## config.mk

```make
export PLATFORM = sky130hd
export DESIGN_NAME = mac_ctrl
export DESIGN_NICKNAME = d
export VERILOG_FILES = /design/src/rtl/mac_pkg.sv /design/src/rtl/mac_ctrl.sv
export SDC_FILE = /design/constraint.sdc
export NUM_CORES = 1
export LEC_CHECK = 0
export ABC_AREA = 1
export CAP_MARGIN = 15
export CORE_MARGIN = 5
export CORE_UTILIZATION = 46
export CTS_CLUSTER_DIAMETER = 30
export DETAILED_ROUTE_END_ITERATION = 16
export GPL_ROUTABILITY_DRIVEN = 0
export HOLD_SLACK_MARGIN = 0.05
export PLACE_DENSITY = 0.8
export SYNTH_ARGS = -nofsm -noshare
export SYNTH_HDL_FRONTEND = slang
export SYNTH_SLANG_ARGS = --single-unit
```

## constraint.sdc

```tcl
create_clock -name clk -period 1.93 [get_ports clk]
set_input_delay 0.386 -clock clk [delete_from_list [all_inputs] [get_ports clk]]
set_output_delay 0.386 -clock clk [all_outputs]
set_load 0.02 [all_outputs]
```

## src/rtl/mac_pkg.sv

```systemverilog
// Shared state encoding and latency constants for the MAC sequencer.
package mac_pkg;

  typedef enum logic [2:0] {
    IDLE   = 3'd0,
    CLEAR  = 3'd1,
    FETCH  = 3'd2,
    DRAIN1 = 3'd3,
    DRAIN2 = 3'd4,
    DONE   = 3'd5
  } mac_ctrl_state_t;

  localparam int RD_LAT   = 1;
  localparam int MAC_LAT  = 2;
  // Taps: RD_LAT-1 feeds the multiply register, the last tap feeds the accumulator.
  localparam int EN_DLY_W = RD_LAT + MAC_LAT - 1;

endpackage

```

## src/rtl/mac_ctrl.sv

```systemverilog
// Dot-product sequencer: clears the MAC, streams len operand pairs through the
// shared buffer read port, drains the MAC pipeline and latches the result.
module mac_ctrl
  import mac_pkg::*;
#(
  parameter int ADDR_WIDTH = 6,
  parameter int OUT_WIDTH  = 22
) (
  input  logic                  clk,
  input  logic                  rst_n,
  input  logic                  start,
  input  logic                  abort,
  input  logic [ADDR_WIDTH:0]   cfg_len,
  input  logic [OUT_WIDTH-1:0]  mac_out,
  output logic                  rd_en,
  output logic [ADDR_WIDTH-1:0] rd_addr,
  output logic                  mac_rst_mem,
  output logic                  mac_mul_en,
  output logic                  mac_ac_en,
  output logic                  busy,
  output logic                  done,
  output logic [OUT_WIDTH-1:0]  result
);

  localparam logic [ADDR_WIDTH:0]   MAX_LEN  = {1'b1, {ADDR_WIDTH{1'b0}}};
  localparam logic [ADDR_WIDTH:0]   ZERO_LEN = {(ADDR_WIDTH+1){1'b0}};
  localparam logic [ADDR_WIDTH:0]   ONE_LEN  = {{ADDR_WIDTH{1'b0}}, 1'b1};
  localparam logic [ADDR_WIDTH-1:0] ADDR_ONE = {{(ADDR_WIDTH-1){1'b0}}, 1'b1};

  mac_ctrl_state_t       state;
  mac_ctrl_state_t       next_state;
  logic [ADDR_WIDTH:0]   len;
  logic [ADDR_WIDTH:0]   len_clamped;
  logic [EN_DLY_W-1:0]   en_dly;
  logic                  last_fetch;
  logic                  kill;

  assign kill       = abort && (state != IDLE);
  assign last_fetch = ({1'b0, rd_addr} == (len - ONE_LEN));
  assign mac_mul_en = en_dly[RD_LAT-1];
  assign mac_ac_en  = en_dly[EN_DLY_W-1];

  always_comb begin
    len_clamped = cfg_len;
    if (cfg_len > MAX_LEN) begin
      len_clamped = MAX_LEN;
    end else begin
      len_clamped = cfg_len;
    end
  end

  // Abort overrides every other transition outside IDLE.
  always_comb begin
    next_state = state;
    if (kill) begin
      next_state = IDLE;
    end else begin
      case (state)
        IDLE: begin
          if (start) next_state = CLEAR;
          else       next_state = IDLE;
        end
        CLEAR: begin
          if (len == ZERO_LEN) next_state = DONE;
          else                 next_state = FETCH;
        end
        FETCH: begin
          if (last_fetch) next_state = DRAIN1;
          else            next_state = FETCH;
        end
        DRAIN1:  next_state = DRAIN2;
        DRAIN2:  next_state = DONE;
        DONE:    next_state = IDLE;
        default: next_state = IDLE;
      endcase
    end
  end

  // Outputs are registered from next_state so they line up with the state they describe.
  always_ff @(posedge clk or negedge rst_n) begin
    if (!rst_n) begin
      state       <= IDLE;
      len         <= ZERO_LEN;
      rd_en       <= 1'b0;
      rd_addr     <= {ADDR_WIDTH{1'b0}};
      mac_rst_mem <= 1'b0;
      busy        <= 1'b0;
      done        <= 1'b0;
      result      <= {OUT_WIDTH{1'b0}};
    end else begin
      state       <= next_state;
      rd_en       <= (next_state == FETCH);
      mac_rst_mem <= (next_state == CLEAR);
      busy        <= (next_state != IDLE);
      done        <= (state == DONE) && !kill;
      if ((state == IDLE) && start) begin
        len <= len_clamped;
      end
      if ((state == FETCH) && (next_state == FETCH)) begin
        rd_addr <= rd_addr + ADDR_ONE;
      end else begin
        rd_addr <= {ADDR_WIDTH{1'b0}};
      end
      if ((state == DONE) && !kill) begin
        result <= mac_out;
      end
    end
  end

  // Enable delay line: tap 0 marks valid read data, the last tap marks a valid product.
  always_ff @(posedge clk or negedge rst_n) begin
    if (!rst_n) begin
      en_dly <= {EN_DLY_W{1'b0}};
    end else if (kill || (state == CLEAR)) begin
      en_dly <= {EN_DLY_W{1'b0}};
    end else begin
      en_dly <= {en_dly[EN_DLY_W-2:0], rd_en};
    end
  end

endmodule

```

; ---- Word level (Yosys, flattened, before mapping)
; Cells that the tools add are included.
[word_totals]
mem_bits_rw = 0
wordCells = 38
input_bits = 33
rom_bits = 0
ff_bits = 44
output_inout_bits = 34
memories = 0
latchBits = 0
[op_classes]
n_eq_ne = 8
n_reduce_logical = 10
shifts = 0
magnitude_cmp = 1
n_mul = 0
n_bitwise = 0
div_mod_pow = 0
muxes = 8
add_sub_neg = 2
[ops]
columns = cell, count
row1 = $pmux W3 S5, 1
row2 = $eq A3 B2 Y1 const B, 3
row3 = $eq A6 B7 Y1, 1
row4 = $gt A7 B7 Y1 const B, 1
row5 = $logic_not A7 Y1, 1
row6 = $mux W7, 1
row7 = $sub A7 B1 Y7 const B, 1
row8 = $add A6 B1 Y6 const B, 1
row9 = $eq A3 B1 Y1 const B, 2
row10 = $eq A3 B3 Y1 const B, 2
row11 = $mux W3, 2
row12 = $mux W6, 1
row13 = $reduce_bool A3 Y1, 2
row14 = $logic_and A1 B1 Y1, 4
row15 = $logic_not A3 Y1, 1
row16 = $mux W1, 2
row17 = $mux W2, 1
row18 = $logic_not A1 Y1, 1
row19 = $logic_or A1 B1 Y1, 1

; ---- Depth between registers and ports, before layout
[logic_depth]
depth_word = 8
ltp_mapped = 14
mapped_depth_nobuf = 14

; ---- Worst setup path after synthesis
; No wires, ideal clock.
[synth_path]
kind = register to register
startpoint = register len[0]
endpoint = register rd_en
t_arrival_ps = 1355
setup_time_ps = 111
period_less_slack_ps = 1465
stages_incl_launch_ff = 14
setup_slack_ps = 465
cell_sequence = dfrtp_1 -> inv_2 -> ha_1 -> nand2_2 -> nor2_1 -> nand2_1 -> nand2_1 -> nand2_1 -> nor2_1 -> nand2_2 -> nand2_2 -> nand2_2 -> nand2_2 -> inv_2
[synth_between]
elab_chain_cells = 6
[synth_lines]
columns = item, line_no
row1 = "start, declared", mac_ctrl.sv:32  ; logic [ADDR_WIDTH:0] len;
row2 = "start signal, assigned", mac_ctrl.sv:97  ; len <= len_clamped;
row3 = $sub A7 B1 Y7, mac_ctrl.sv:39  ; assign last_fetch = ({1'b0, rd_addr} == (len - ONE_LEN));
row4 = $eq A6 B7 Y1, mac_ctrl.sv:39
row5 = $mux W1, mac_ctrl.sv:68  ; if (last_fetch) next_state = DRAIN1;
row6 = $pmux W3 S5 (*), mac_ctrl.sv:58  ; case (state)
row7 = $mux W3 (*), mac_ctrl.sv:55  ; if (kill) begin
row8 = $eq A3 B2 Y1 (*), mac_ctrl.sv:92  ; rd_en <= (next_state == FETCH);
row9 = "end signal, assigned", mac_ctrl.sv:92
row10 = "end, declared", mac_ctrl.sv:15  ; output logic rd_en,
; Mark *: on every way between the ends. The rest lies on a longest branch, timed or not.
; A chain may end at the register's enable or synchronous reset.

; ---- Worst setup path after layout
[layout_path]
startpoint = register rd_addr[2]
endpoint = output rd_addr[2]
[layout_lines]
columns = item, line_no
row1 = "start, declared", mac_ctrl.sv:16  ; output logic [ADDR_WIDTH-1:0] rd_addr,
row2 = "start signal, assigned", mac_ctrl.sv:85  ; rd_addr <= {ADDR_WIDTH{1'b0}};
row3 = "start signal, assigned", mac_ctrl.sv:100  ; rd_addr <= rd_addr + ADDR_ONE;
row4 = "start signal, assigned", mac_ctrl.sv:102  ; rd_addr <= {ADDR_WIDTH{1'b0}};
; No word-level cell between the ends.

==> results <==
- The count of maximum capacitance violations is 0.
- Derived from the worst setup path, the maximum achievable clock frequency is 0.561 GHz.
- The leakage power figure is 1.45 nW.
- The TritonCTS sink count is 44.
- In this run the critical register-to-register path is launched from len[0].
- The critical path endpoint category is an output port.
- The number of global-route vias before repair is 1766.
- Counting flops with a built-in enable in the synthesized netlist gives 0.
- In this run, CTS created clock tree buffers numbering 5.
- Subtracting the final worst setup slack from the clock period gives 1.78 ns.
- The maximum number of pins on one net before global-route repair is 45.
- The chip height is 76.9 µm.
- In this run the deepest clock path goes through 2 buffers.
- The largest delay contributor family on the critical path is buffers and inverters.
- The first global-routing pass estimated 7.86 mm of wire.
- The net count of the finished layout is 357.
- The switching power summed over all nets is 0.00158 W.
- The average wire per standard cell is 12.3 µm.
- The internal power is 0.00239 W.
- The TritonCTS clock tree is built.
- The flow ran to the end, and the final reports show no timing, DRC or antenna violations.
- The die covers 5920 µm².
- In the finished design, the share of the clock period the worst path needs comes to 0.924.
- The number of top-level pins is 67.
- The instance area after placement is 2770 µm².
- The post-detailed-placement half-perimeter wirelength is 3.43 mm.
- The post-detailed-routing wire length is 4.62 mm.
- The number of nets handed over by synthesis was 287.
- In this run the post-CTS setup repair buffer count came out at 0.
- The worst hold path class is primary input to asynchronous set/reset pin.
- Power spread over the standard cell area amounts to 1380 nW/µm².
- The number of antenna violations at the first check in global routing is 0.
- After synthesis, the netlist uses 27 different library cells.
- Clock-pin slew was measured on the worst setup and hold paths at 0.08 ns.
- The finished layout cell area is 2880 µm².
- The critical path data required time is 1.54 ns.
- The first detailed-routing pass ran for 4 iterations.
- Walking the worst path, the cells encountered are clkdlybuf4s50_1.
- The total of flip-flops plus latches after synthesis is 44.
- The number of buffers and inverters on the critical path is 1.
- The synthesized instance count is 252.
- The combinational share of power is 0.469.
- The area of the mapped netlist is 2060 µm².
- The critical path launch point type is a flop.
- Across the routed clock network, the largest skew measured is 0.00335 ns.
- The share of power burned in registers is 0.358.
- The stage delay of the slowest cell on the critical path is 0.65 ns.
- In this run, post-CTS repair resized a total of 0 instances.
- Setup violations remaining at the end of the flow were counted as 0.
- The largest driver fanout on the critical path is 6.
- In the final timing run, aggregate negative setup slack is 0 ns.
- After layout, the design draws a total of 0.00397 W.
- The total track usage is 0.161.
- The core region is 4350 µm².
- The count of buffers added on input and output ports is 66.
- In the final layout, the share of cells above drive strength 1 is 0.121.
- The primary flip-flop cell chosen by synthesis mapping is sky130_fd_sc_hd__dfrtp_1.
- The worst pin sits at a relative slew slack of 0.632.
- The count of antenna-violating nets left after detailed routing is 0.
- The routed layout has 1816 vias.
- The area added between synthesis and finish is 39.7%.
- The number of DRC markers in iteration 0 is 103.
- Counting flops with an async set or reset pin after synthesis yields a share of 1.00.
- The slew at the pin closest to its max-slew limit is 0.552 ns.
- The initial standard-cell utilization of the core is 0.473.
- The worst-case IR drop observed on VDD is 0.000557 V.
- At the later pin of the worst-skew pair, clock insertion delay measures 0.29 ns.
- The layout has 379 filler cells.
- The hold violation count in the final report came to 0.
- The total count of max-transition violations in the final report came to 0.
- Of the total power, the clock network draws 0.173.
- The net switching share of the total power is 0.399.
- Hold repair after CTS inserted 0 buffers.
- The critical path is of the flop to output port type.
- The H-tree generated during clock tree synthesis spans 2 levels.
- The post-synthesis sequential area ratio is 0.535.
- The diode insertion count for antenna repair is 0.
- Measured along the x axis, the die boundary spans 76.9 µm.
- After detailed routing, the number of remaining DRC violations is 0.
- Setup repair after global routing left no endpoint under its margin.
- After floorplanning, the core was divided into 24 placement rows.
- At the worst endpoint, the arrival time is 1.40 ns.
- Clock tree synthesis selected as its root buffer the cell sky130_fd_sc_hd__clkbuf_8.
- Tracing the worst setup path back leads to its startpoint at rd_addr[2].
- Summed over all layers, the global routing overflow is 0.
- The Yosys step of the flow raised 0 warnings.
- The average cell area after synthesis is 8.17 µm².
- In the routed layout, each cell is associated on average with a via count of 4.84.
- On the critical path, the stage with the largest delay is an instance of sky130_fd_sc_hd__clkdlybuf4s50_1.
## worst paths after layout
check                                  end  slack [ns]  depth (start not counted)
worst max-delay path            rd_addr[2]        0.15                          1
worst min-delay path             result[9]        0.16                          2
worst max register to register       rd_en        0.31                         13
worst min register to register   result[6]        0.47                          2
max in group asynchronous         state[0]        1.39                          2
min in group clk                 result[6]        0.47                          2
## layer usage
| layer | vias to the layer above | share of wire | track usage |
|---|---|---|---|
| met5 | - | 0 | 0 |
| met4 | 0 | 0.014 | 0.0594 |
| met3 | 9 | 0.074 | 0.0375 |
| met2 | 59 | 0.47 | 0.263 |
| met1 | 850 | 0.45 | 0.208 |
| li1 | 898 | - | - |
## final cells by class
| type | instances | area, µm² | area share |
|---|---|---|---|
| repair buffers | 68 | 671 | 0.233 |
| clock inverters | 2 | 35.0 | 0.0122 |
| inverters | 27 | 101 | 0.0352 |
| flip-flops and latches | 44 | 1100 | 0.383 |
| clock buffers | 6 | 72.6 | 0.0252 |
| well taps | 52 | 65.1 | 0.0226 |
| multi-input cells | 176 | 832 | 0.289 |
## cell families (layout without fill, tap and decap cells)
kind of cell             count (synthesis)  count (layout)  share of synthesized area
flip-flops                              44              44                      0.535
adder cells (fa/ha/maj)                  2               2                     0.0121
AND/OR/NAND/NOR                        157             157                      0.334
AO/OA/AOI/OAI                           12              12                     0.0371
buffers and inverters                   32             103                     0.0614
XOR/XNOR                                 5               5                     0.0213
## power groups by stage
stage | Sequential [W] | Combinational, W | Clock [W]
3_3_place_gp | 0.00143 | 0.00182 | 0
4_1_cts | 0.00142 | 0.00189 | 0.000703
3_5_place_dp | 0.00144 | 0.00187 | 0
2_1_floorplan | 0.00165 | 0.000968 | 0
6_report | 0.00142 | 0.00186 | 0.000686
5_1_grt | 0.00146 | 0.00209 | 0.000736
## state kept, by name (all words and copies together) (netlist names)
register,count
done,1
rd_en,1
busy,1
rd_addr,6
en_dly,2
result,22
mac_rst_mem,1
len,7
state,3
## cell usage in the layout, fill, tap and decap left out, types with 3 or more instances in the layout
| master | n |
|---|---|
| sky130_fd_sc_hd__nand2_1 | 112 |
| sky130_fd_sc_hd__clkdlybuf4s50_1 | 65 |
| sky130_fd_sc_hd__dfrtp_1 | 44 |
| sky130_fd_sc_hd__inv_1 | 20 |
| sky130_fd_sc_hd__nor2_1 | 14 |
| sky130_fd_sc_hd__nor2_2 | 11 |
| sky130_fd_sc_hd__inv_2 | 7 |
| sky130_fd_sc_hd__nand3_1 | 6 |
| sky130_fd_sc_hd__nand2_2 | 6 |
| sky130_fd_sc_hd__clkbuf_8 | 5 |
| sky130_fd_sc_hd__xor2_1 | 4 |
| sky130_fd_sc_hd__o21ai_1 | 4 |
| sky130_fd_sc_hd__o21ai_0 | 3 |
## Yosys cell counts, types with 2 or more instances
cell | n | area (µm²)
sky130_fd_sc_hd__o21ai_0 | 3 | 15.0
sky130_fd_sc_hd__buf_2 | 5 | 25.0
sky130_fd_sc_hd__nand2_2 | 6 | 37.5
sky130_fd_sc_hd__ha_1 | 2 | 25.0
sky130_fd_sc_hd__nor2_2 | 11 | 68.8
sky130_fd_sc_hd__nand2_1 | 112 | 420
sky130_fd_sc_hd__nor2_1 | 14 | 52.6
sky130_fd_sc_hd__inv_1 | 20 | 75.1
sky130_fd_sc_hd__xor2_1 | 4 | 35.0
sky130_fd_sc_hd__o21ai_1 | 4 | 20.0
sky130_fd_sc_hd__inv_2 | 7 | 26.3
sky130_fd_sc_hd__dfrtp_1 | 44 | 1100
sky130_fd_sc_hd__nand3_1 | 6 | 30.0
## stage by stage
step / instances / setup slack [ns] / utilization / hold WS, ns
after floorplan: 252 / 0.465 / - / 0.0904
after global placement: 367 / 0.318 / 0.636 / 0.452
final: 375 / 0.147 / 0.661 / 0.157
after CTS: 375 / 0.132 / 0.661 / 0.176
after detailed placement: 367 / 0.266 / 0.636 / 0.458
after global routing: 375 / 0.0897 / 0.661 / 0.213
(Power assumes the default switching activity.)
==> RTL change: new RTL, same flow settings <==
Re-encode `mac_ctrl_state_t` (6 states) as Gray code, 3 bits wide.
--- a/src/rtl/mac_pkg.sv
+++ b/src/rtl/mac_pkg.sv
@@ -3,10 +3,10 @@
 
   typedef enum logic [2:0] {
-    IDLE   = 3'd0,
-    CLEAR  = 3'd1,
-    FETCH  = 3'd2,
-    DRAIN1 = 3'd3,
-    DRAIN2 = 3'd4,
-    DONE   = 3'd5
+    IDLE   = 3'b000,
+    CLEAR  = 3'b001,
+    FETCH  = 3'b011,
+    DRAIN1 = 3'b010,
+    DRAIN2 = 3'b110,
+    DONE   = 3'b111
   } mac_ctrl_state_t;
 
Formal check against the unedited RTL: no difference found for any inputs over 10 cycles, from zero or initial values and one cycle with rst_n low; not proved beyond that.
==> RTL change against the unedited design <==
- routed wire length down 0.30%
- non-clock buffer count unchanged
- sequential power down 11%
- design area down 3.3%
- die area down 3.7%
- sequential cell count unchanged
- worst setup slack worse by 0.024 ns
- area after synthesis down 4.3%
- utilization up 2.0 points
- power down 21%
- sequential share of layout area up 1.3 points
- critical path type unchanged
==> RTL change: results (changes against the unedited design) <==
[routing]
drt-pass1-iter-count = 4  ; unchanged
via_per_inst = 4.77  ; was 4.84
drt-initial-drc-count = 86  ; was 103
wl_per_cell_um = 12.5  ; was 12.3 um
vias = 1754  ; was 1816

[layout]
fill_cells = 331  ; was 379
nNetsFinal = 352  ; was 357
reg.largest.list = result x22, len x7, rd_addr x6  ; unchanged
final_layout_size_suffix_gt1_share_pct = 5.97  ; was 12.1%
diodes = 0  ; unchanged

[place]
portBuffers = 66  ; unchanged
dp_hpwl_um = 3290  ; was 3430 um
dpl_cell_area_um2 = 2690  ; was 2770 um^2
dpl_worst_slack_ns = 0.151  ; was 0.266 ns
dp_cells = 360  ; was 367

[global_routing]
grt_max_degree = 45  ; unchanged
grt_use_total_pct = 17.8  ; was 16.1%
grt_pass1_wl_um = 7650  ; was 7860 um
grt_antenna_before_repair = 0  ; unchanged

[yosys]
yosysWarningCount = 0  ; unchanged
synth_area_leaders = dfrtp_1 (56%), nand2_1 (22%), inv_1 (5.1%)  ; was dfrtp_1 (53%), nand2_1 (20%), inv_1 (3.6%)
synth.distinct_cells = 21  ; was 27
async_reset_ff_share_pct = 100  ; unchanged
ys_seq_area_share_pct = 55.8  ; was 53.5%
synth-main-ff-cell = dfrtp_1  ; unchanged
synthCells = 246  ; was 252
synth_common_cells = nand2_1 (115), dfrtp_1 (44), inv_1 (27)  ; was nand2_1 (112), dfrtp_1 (44), inv_1 (20)
synth_fp_nets = 281  ; was 287

[setup_path]
cpPeakStageDelay_ns = 0.66
crit_family = buffers and inverters  ; unchanged
cp_slowest_cell = clkdlybuf4s50_1  ; unchanged
cp_data_arrival_time_ns = 1.42  ; was 1.40 ns
path_max_fanout = 6  ; unchanged

[cts]
clkSlewWorstSetupHoldPaths_ns = 0.09
post_cts_buffers = 0  ; unchanged
cts_buffers = 5  ; unchanged
worstSkewPairLatency_ns = 0.30
cts.path.max_buffers = 2  ; unchanged
cts-root-buf = clkbuf_8  ; unchanged
htreeDepth = 2  ; unchanged

[sta]
fin_worst_skew_ns = 0.0107  ; was 0.00335 ns
relSlewSlack_pct = 56.8  ; was 63.2%

[power_and_ir_drop]
leakagePower_nw = 1.40  ; was 1.45 nW
ir_drop_mv = 0.544  ; was 0.557 mV

[outcome]
status = finished, final reports clean  ; unchanged

[worst_hold_path]
worstHoldPathType = in -> async  ; unchanged

[RTL change: changes by cell type in the layout (fill, tap and decap cells not counted), moves of 2 or more]
| cell | before | now |
|---|---|---|
| nor3_1 | 1 | 3 |
| o21ai_0 | 3 | 7 |
| nor2_1 | 14 | 17 |
| nand3_2 | 0 | 2 |
| nor2_2 | 11 | 3 |
| o21ai_1 | 4 | 0 |
| inv_2 | 7 | 2 |
| nand2_1 | 112 | 115 |
| nand2_2 | 6 | 1 |
| inv_1 | 20 | 27 |
[RTL change: where the power goes]
group          switching (W)  internal [W]
sequential          0.000150       0.00111
clock               0.000301      0.000292
combinational       0.000746      0.000528
total                0.00120       0.00193
[RTL change: final timing paths]
| path | from | end | slack (ns) | cells after the start |
|---|---|---|---|---|
| setup / recovery | rd_addr[2] | rd_addr[2] | 0.12 | 1 |
| hold reg to reg | result[12] | result[12] | 0.48 | 2 |
| min in group clk | result[12] | result[12] | 0.48 | 2 |
| hold / removal | rst_n | len[3] | 0.15 | 2 |
| max in group asynchronous | rst_n | en_dly[0] | 1.38 | 2 |
| setup reg to reg | len[0] | rd_en | 0.18 | 13 |
[RTL change: per-layer routing]
layer	up-vias	share of wire, %	track usage, %
met4	0	1.2	5.44
met5	-	0	0
li1	883	-	-
met2	72	45	29.6
met3	6	11	8.05
met1	793	43	20.7
[RTL change: repair_timing]
item / in CTS / in global routing
setup endpoints to repair: 0 / 9
gates resized for setup: 0 / 2
hold buffers: 0 / 0
[RTL change: stage by stage]
step	total power, W	util (%)	TNS [ns]	hold slack [ns]
global placement	0.00252	65.8	0	0.462
detailed placement	0.00254	65.8	0	0.464
CTS	0.00315	68.0	0	0.173
finish	0.00313	68.1	0	0.148
global route	0.00339	68.1	-0.0406	0.206
floorplan	0.00209	-	0	0.0904
[RTL change: logic make-up after synthesis]
logic type / synth area share (%)
flip-flops: 55.8
adder cells (fa/ha/maj): 1.27
XOR/XNOR: 2.22
AO/OA/AOI/OAI: 3.17
AND/OR/NAND/NOR: 31.1
buffers and inverters: 6.41
[RTL change: layout make-up]
cell class	instances	area, um^2	share of cell area (%)
Clock buffer	8	90.1	3.24
Inverter	29	109	3.91
Multi-Input combinational cell	169	749	26.9
Sequential cell	44	1100	39.6
Tap cell	50	62.6	2.25
Timing Repair Buffer	68	671	24.1
